--- config.mk ---
export PLATFORM = sky130hd
export DESIGN_NAME = cmp_share_arbiter
export DESIGN_NICKNAME = d
export VERILOG_FILES = /design/src/rtl/cmp_share_arbiter.sv
export SDC_FILE = /design/constraint.sdc
export NUM_CORES = 1
export LEC_CHECK = 0
export ABC_AREA = 1
export ABC_CLOCK_PERIOD_IN_PS = 2200
export CAP_MARGIN = 20
export CORE_UTILIZATION = 35
export DETAILED_ROUTE_END_ITERATION = 10
export GPL_TIMING_DRIVEN = 0
export PLACE_DENSITY = 0.62
export SLEW_MARGIN = 5
export SYNTH_ARGS = -nofsm -noshare
export SYNTH_HDL_FRONTEND = slang
export SYNTH_SLANG_ARGS = --single-unit
--- constraint.sdc ---
create_clock -name clk -period 2.2 [get_ports clk]
set_clock_uncertainty 0.1 [all_clocks]
set_input_delay 0.44 -clock clk [delete_from_list [all_inputs] [get_ports clk]]
set_output_delay 0.44 -clock clk [all_outputs]
set_load 0.01 [all_outputs]
--- src/rtl/cmp_share_arbiter.sv ---
// cmp_share_arbiter: round-robin share of one registered magnitude comparator.
// Optional build macro CMP_APPROX_EN masks the low APPROX_BITS before comparing.
module cmp_share_arbiter #(
  parameter int NREQ        = 4,
  parameter int W           = 8,
  parameter int APPROX_BITS = 2
) (
  input  logic                     clk,
  input  logic                     rst,
  input  logic [NREQ-1:0]          req,
  input  logic [NREQ*W-1:0]        a_flat,
  input  logic [NREQ*W-1:0]        b_flat,
  output logic [NREQ-1:0]          gnt,
  output logic                     busy,
  output logic                     done,
  output logic [$clog2(NREQ)-1:0]  done_id,
  output logic                     aeqb,
  output logic                     agtb,
  output logic                     altb
);

  localparam int IDW = $clog2(NREQ);

`ifdef CMP_APPROX_EN
  localparam bit APPROX_ON = 1'b1;
`else
  localparam bit APPROX_ON = 1'b0;
`endif

  localparam int MASK_BITS = APPROX_ON ? APPROX_BITS : 0;
  localparam logic [W-1:0] CMP_MASK = {W{1'b1}} << MASK_BITS;

  typedef enum logic [1:0] {
    S_IDLE = 2'd0,
    S_CMP  = 2'd1,
    S_DONE = 2'd2
  } state_t;

  state_t         state_q, state_d;
  logic [IDW-1:0] ptr_q, ptr_d;
  logic [IDW-1:0] win_q, win_d;
  logic [IDW-1:0] done_id_q, done_id_d;
  logic [W-1:0]   op_a_q, op_a_d;
  logic [W-1:0]   op_b_q, op_b_d;
  logic           aeqb_q, aeqb_d;
  logic           agtb_q, agtb_d;
  logic           altb_q, altb_d;

  logic           req_any;
  logic [IDW-1:0] win_id;
  logic [W-1:0]   a_win;
  logic [W-1:0]   b_win;
  logic [W-1:0]   cmp_a;
  logic [W-1:0]   cmp_b;
  logic [NREQ-1:0] gnt_c;

  // First requester found scanning ptr+1, ptr+2, ... ptr (mod NREQ)
  function automatic logic [IDW-1:0] rr_pick(
    input logic [NREQ-1:0] r,
    input logic [IDW-1:0]  p
  );
    logic [IDW-1:0] pick;
    logic           hit;
    int             idx;
    pick = '0;
    hit  = 1'b0;
    for (int k = 1; k <= NREQ; k++) begin
      idx = (int'(p) + k) % NREQ;
      if (!hit && r[idx]) begin
        hit  = 1'b1;
        pick = idx[IDW-1:0];
      end
    end
    return pick;
  endfunction

  // Round-robin winner among current requests
  always_comb begin
    req_any = |req;
    win_id  = rr_pick(req, ptr_q);
  end

  // Operand mux for the winner
  always_comb begin
    a_win = '0;
    b_win = '0;
    for (int i = 0; i < NREQ; i++) begin
      if (win_id == i[IDW-1:0]) begin
        a_win = a_flat[i*W +: W];
        b_win = b_flat[i*W +: W];
      end
    end
  end

  // Captured operands with ignored LSBs cleared
  always_comb begin
    cmp_a = op_a_q & CMP_MASK;
    cmp_b = op_b_q & CMP_MASK;
  end

  // Next-state, capture and result logic
  always_comb begin
    state_d   = state_q;
    ptr_d     = ptr_q;
    win_d     = win_q;
    done_id_d = done_id_q;
    op_a_d    = op_a_q;
    op_b_d    = op_b_q;
    aeqb_d    = aeqb_q;
    agtb_d    = agtb_q;
    altb_d    = altb_q;
    gnt_c     = '0;
    unique case (state_q)
      S_IDLE: begin
        if (req_any) begin
          gnt_c   = {{(NREQ-1){1'b0}}, 1'b1} << win_id;
          ptr_d   = win_id;
          win_d   = win_id;
          op_a_d  = a_win;
          op_b_d  = b_win;
          state_d = S_CMP;
        end
      end
      S_CMP: begin
        done_id_d = win_q;
        unique case (1'b1)
          (cmp_a == cmp_b): begin
            aeqb_d = 1'b1;
            agtb_d = 1'b0;
            altb_d = 1'b0;
          end
          (cmp_a > cmp_b): begin
            aeqb_d = 1'b0;
            agtb_d = 1'b1;
            altb_d = 1'b0;
          end
          default: begin
            aeqb_d = 1'b0;
            agtb_d = 1'b0;
            altb_d = 1'b1;
          end
        endcase
        state_d = S_DONE;
      end
      S_DONE: begin
        state_d = S_IDLE;
      end
      default: begin
        state_d = S_IDLE;
      end
    endcase
  end

  // State and datapath registers
  always_ff @(posedge clk) begin
    if (rst) begin
      state_q   <= S_IDLE;
      ptr_q     <= IDW'(NREQ - 1);
      win_q     <= '0;
      done_id_q <= '0;
      op_a_q    <= '0;
      op_b_q    <= '0;
      aeqb_q    <= 1'b0;
      agtb_q    <= 1'b0;
      altb_q    <= 1'b0;
    end else begin
      state_q   <= state_d;
      ptr_q     <= ptr_d;
      win_q     <= win_d;
      done_id_q <= done_id_d;
      op_a_q    <= op_a_d;
      op_b_q    <= op_b_d;
      aeqb_q    <= aeqb_d;
      agtb_q    <= agtb_d;
      altb_q    <= altb_d;
    end
  end

  assign gnt     = rst ? '0 : gnt_c;
  assign busy    = (state_q != S_IDLE);
  assign done    = (state_q == S_DONE);
  assign done_id = done_id_q;
  assign aeqb    = aeqb_q;
  assign agtb    = agtb_q;
  assign altb    = altb_q;

endmodule

## Word-level counts from Yosys, hierarchy flattened

Index checks and enable logic that the tools add are counted.

- $add $sub $neg: 4
- $mul: 0
- Divide/modulo/power cells: 0
- $lt $le $gt $ge: 5
- Eq/ne operators: 7
- Shifts and indexed selects: 1
- Mux-type cells: 35
- Bitwise logic cells: 4
- Reductions and logical operators: 16

Operators with widths:

| operator | number |
|---|---|
| 8-bit two-way mux | 8 |
| 3-bit by 4-bit < comparator with 1-bit output, second input constant | 4 |
| 1-bit two-way mux | 14 |
| 4-bit two-way mux | 3 |
| 2-bit two-way mux | 5 |
| 2-bit OR reduction | 5 |
| 1-bit binary-select mux with 2-bit select | 4 |
| 8-bit equality test | 1 |
| 8-bit greater-than comparator | 1 |
| 2-bit equality test, second input constant | 3 |
| 2-bit by 1-bit adder with 2-bit output, second input constant | 2 |
| 2-bit adder, second input constant | 2 |
| 1-bit bitwise AND, first input constant | 4 |
| 2-bit by 1-bit equality test with 1-bit output, second input constant | 2 |
| 2-bit logical NOT | 2 |
| 2-bit case mux with 2 select lines | 1 |
| 4-bit OR reduction | 1 |
| 1-bit by 2-bit << shifter with 4-bit output, first input constant | 1 |
| 1-bit logical AND | 3 |
| 1-bit logical NOT | 3 |
| 2-bit != test, second input constant | 1 |
| 2-bit AND reduction | 1 |
| 2-bit nonzero test | 1 |

- Register bits: 27
- Latch bits: 0
- Bits in writable memories: 0
- ROM bits: 0
- Bits of input ports: 70
- Word-level logic and storage cells: 81
- Memories kept: 0

## Depth between registers and ports, before layout

- Word-level depth: 21
- Depth in mapped cells: 17
- Depth with buffers taken out: 15

## Worst setup path before layout

Ideal clock, no wire load.

- Path type: register to output
- Start: reg ptr_q[0]
- End: out gnt[1]
- Arrival: 1.652 ns
- Data required time: 1.660 ns
- Slack: 0.008 ns
- Cell stages (with the launch flop): 13
- Path through: dfxtp_1 -> inv_2 -> buf_6 -> nand2_1 -> nand2_1 -> nand2_2 -> nand2_4 -> nor2_2 -> nand2_2 -> nand2_1 -> nand2_2 -> buf_2 -> nor3_1

- Longest elaborated chain between the ends: 18

Ends and longest elaborated chain:

| item | line | text |
|---|---|---|
| start, declared | 40 | `logic [IDW-1:0] ptr_q, ptr_d;` |
| start signal, assigned | 158 | `ptr_q <= IDW'(NREQ - 1);` |
| start signal, assigned | 168 | `ptr_q <= ptr_d;` |
| 2-bit by 1-bit adder with 2-bit output | 68 | `idx = (int'(p) + k) % NREQ;` |
| 1-bit binary-select mux with 2-bit select | 69 | `if (!hit && r[idx]) begin` |
| 1-bit two-way mux (implied by the code) (2 in a row) | 69 |  |
| 1-bit two-way mux | 69 |  |
| 1-bit logical NOT | 69 |  |
| 1-bit logical AND | 69 |  |
| 1-bit two-way mux | 69 |  |
| 1-bit logical NOT | 69 |  |
| 1-bit logical AND | 69 |  |
| 1-bit two-way mux | 69 |  |
| 1-bit logical NOT | 69 |  |
| 1-bit logical AND | 69 |  |
| 2-bit two-way mux * | 69 |  |
| 1-bit by 2-bit << shifter with 4-bit output * | 116 | `gnt_c = {{(NREQ-1){1'b0}}, 1'b1} << win_id;` |
| 4-bit two-way mux * | 115 | `if (req_any) begin` |
| 4-bit two-way mux * | 113 | `unique case (state_q)` |
| 4-bit two-way mux * | 179 | `assign gnt = rst ? '0 : gnt_c;` |
| end, declared | 13 | `output logic [NREQ-1:0] gnt,` |

Mark *: on every way between the ends. The rest lies on a longest branch, timed or not. The select of a mux whose other input is x is not followed.

## Worst setup path after layout

- Start: reg ptr_q[0]
- End: out gnt[2]

Same word-level chain as after synthesis.

==> impl_metrics.json <==
{
  "setup_viol": 14,
  "rsz0062_at_grt": "true",
  "area_growth_pct": 71.3,
  "ys_ff_latch": 27,
  "ir_worst_vdd_mv": 0.728,
  "path_class": "register to output pin",
  "route.detailed.drc": 0,
  "rr_worst_depth": 17,
  "grt_pass1_vias": 2451,
  "hold_depth": 2,
  "routed_wl_um": 7370,
  "status": "finished, violations left",
  "portBuffers": 79,
  "worstPathArrival_ps": 2010,
  "ys.warnings.count": 0,
  "pre_cts_slack_ps": -1130,
  "ys_types": 32,
  "whs_endpoint": "cmp_b[1]$_SDFFE_PP0P_",
  "cts_tree": "built",
  "grt_max_degree": 16,
  "grt_pass1_wl_um": 11500,
  "initialDrtViolationCount": 76,
  "ys_top_cells_by_area": "dfxtp_1 (26%), nand2_1 (17%), nand3_1 (8.3%)",
  "n_antenna_cell": 0,
  "p_leak_nw": 1.64,
  "async_flop_share_pct": 0,
  "cp_max_fo": 5,
  "clockBufferDepth": 2,
  "synthTopCellsByCount": "nand2_1 (97), nor2_1 (41), inv_1 (35), nand3_1 (35), dfxtp_1 (27)",
  "synth_top_family_by_area": "simple AND/OR/NAND/NOR gates",
  "fmaxAchievable_ghz": 0.392,
  "dp_hpwl_um": 5100,
  "whs_ps": 369,
  "netlist_area_um2": 2120,
  "synthCells": 342,
  "overflow": 0,
  "fp-row-count": 27,
  "finalCritPeriodShare_pct": 116,
  "place.gp.congestion": 0.821,
  "fin_nets": 536,
  "max_slew.worst_pin.slew_ps": 564,
  "cellPowerDensity_nw_per_um2": 1250,
  "drtAntennaViolNets": 0,
  "clk_pin_slew_ps": 90,
  "synth_edf_count": 0,
  "clkSinkCount": 27,
  "hold_class": "register to register",
  "reg2reg_to": "cmp_b[3]$_SDFFE_PP0P_",
  "syn_nets": 420,
  "cap_violations": 0,
  "avgRoutedWirePerCell_um": 13.9,
  "synth_compound_area_share_pct": 13.2,
  "synthAdderAreaFrac_pct": 4.73,
  "fp.dieArea_um2": 6360,
  "finalCriticalPeriod_ps": 2550,
  "relSlewSlack_pct": 62.4,
  "avgSynthCellArea_um2": 6.19,
  "htree_levels": 1,
  "die_x_um": 79.8,
  "dr_total_vias": 2610,
  "cts_root_buffer": "clkbuf_8",
  "drv_slew": 0,
  "ys.flop_type": "dfxtp_1",
  "violations": "setup timing",
  "reg2reg_slack_ps": -90,
  "start_util_pct": 37.3,
  "drive_above_1_share_pct": 28.7,
  "crit_required_ps": 1660,
  "dpl_cell_area_um2": 3000,
  "min-delay-start": "cmp_b[1]$_SDFFE_PP0P_",
  "yosysTopAreaCell": "dfxtp_1",
  "synthXorXnorAreaFrac_pct": 0,
  "final_area_um2": 3630,
  "grt.total_usage_pct": 23.1,
  "core_area_um2": 5680,
  "reg2reg_from": "ptr_q[0]$_SDFFE_PP1P_",
  "die_h_um": 79.8,
  "synth-simple-area-share_pct": 44.6,
  "worst_slack_ps": -352,
  "yosysMostFrequentCell": "nand2_1",
  "antenna_found_initial": 0,
  "crit_path_end_kind": "output pin",
  "synth_top_area_share_pct": 25.5,
  "vias_per_cell": 4.93,
  "ios": 81,
  "finalHoldViolCount": 0,
  "clkLatencyLatePin_ps": 270,
  "total_power_mw": 4.53,
  "ys_seq_area_share_pct": 25.5,
  "cp-start-kind": "register",
  "setup_tns_ps": -1790,
  "synthMuxAreaShare_pct": 0,
  "dr.pass1.iters": 4,
  "numCtsBuffers": 3
}
-- report_power, final --
group | total, mW | internal (mW) | leakage (nW) | switching [mW]
clock | 0.279 | 0.127 | 0.0255 | 0.152
sequential | 0.756 | 0.653 | 0.223 | 0.103
combinational | 3.50 | 1.58 | 1.39 | 1.92
total | 4.53 | 2.36 | 1.64 | 2.18
-- layout by cell type (no fill, tap or decap), types with 2 or more instances in the layout --
cell type and count:
clkdlybuf4s50_1 71, nand2_1 70, nor2_1 37, inv_1 34
nand2_2 27, dfxtp_1 25, buf_4 23, nand3_1 21
a21oi_1 20, o21ai_0 15, nand3_2 14, buf_6 10
nand2_4 8, ha_1 8, nor2_4 7, nand4_1 5
buf_8 5, buf_2 5, a31oi_1 5, inv_2 4
a21oi_2 4, clkbuf_1 3, nor2_2 3, nand2_8 3
o211ai_1 3, clkbuf_8 3, dlygate4sd2_1 3, inv_8 2
nand3_4 2, nor3_4 2, or2_1 2, dfxtp_4 2
-- metrics by stage --
stage          instances  util (%)
2_1_floorplan        342         -
3_3_place_gp         493      52.8
3_5_place_dp         493      52.8
4_1_cts              519      58.2
5_1_grt              529      63.9
6_report             529      63.9
-- metal layers --
layer	global-route usage, %	wire [um]	vias to the layer above
li1	-	-	1327
met1	28.8	3250	1200
met2	43.0	3690	79
met3	3.66	389	4
met4	2.14	31	0
met5	0	0	-
-- kinds of logic after synthesis --
kind of cell	Yosys count
buf+inv	54
compound gates	51
simple gates	202
flops	27
fa+ha+maj	8
-- worst max-delay path: stages (launching register included) --
cell     delay [ps]
dfxtp_4         400
inv_4            50
buf_6           130
nand2_2          60
nand2_2          60
nand2_2          70
nand2_2          70
nand2_2          80
nor2_4           50
buf_6           110
nor2_4          140
nor2_8           60
buf_6           130
nor3_4          150
buf_2           150
-- worst max-delay path by stage --
stage	startpoint	to	cells after the start
after floorplan	ptr_q[0]$_SDFFE_PP1P_	gnt[1]	12
after global placement	req[3]	gnt[2]	8
after detailed placement	req[2]	gnt[2]	8
after CTS	ptr_q[0]$_SDFFE_PP1P_	gnt[1]	13
after global routing	ptr_q[0]$_SDFFE_PP1P_	gnt[2]	14
final	ptr_q[0]$_SDFFE_PP1P_	gnt[2]	14
-- flip-flops by register name, summed over array words and instances (netlist names) --
name / flops
agtb: 1
ptr_q: 2
state_q: 2
done_id: 2
altb: 1
win_q: 2
cmp_b: 8
cmp_a: 8
aeqb: 1
-- final cells by class --
type | count | area, um^2
Inverter | 41 | 171
Sequential cell | 27 | 548
Buffer | 12 | 110
Clock inverter | 1 | 5.00
Multi-Input combinational cell | 262 | 1600
Tap cell | 72 | 90.1
Timing Repair Buffer | 111 | 1060
Fill cell | 530 | 2050
Clock buffer | 3 | 41.3
-- what timing repair did --
action,in CTS,in global routing
cloned,3,1
setup endpoints to repair,21,20
gates resized for setup,57,63
pin swaps,20,25
setup buffers,20,9
hold buffers,0,0
Power figures use the tool's default switching activity.
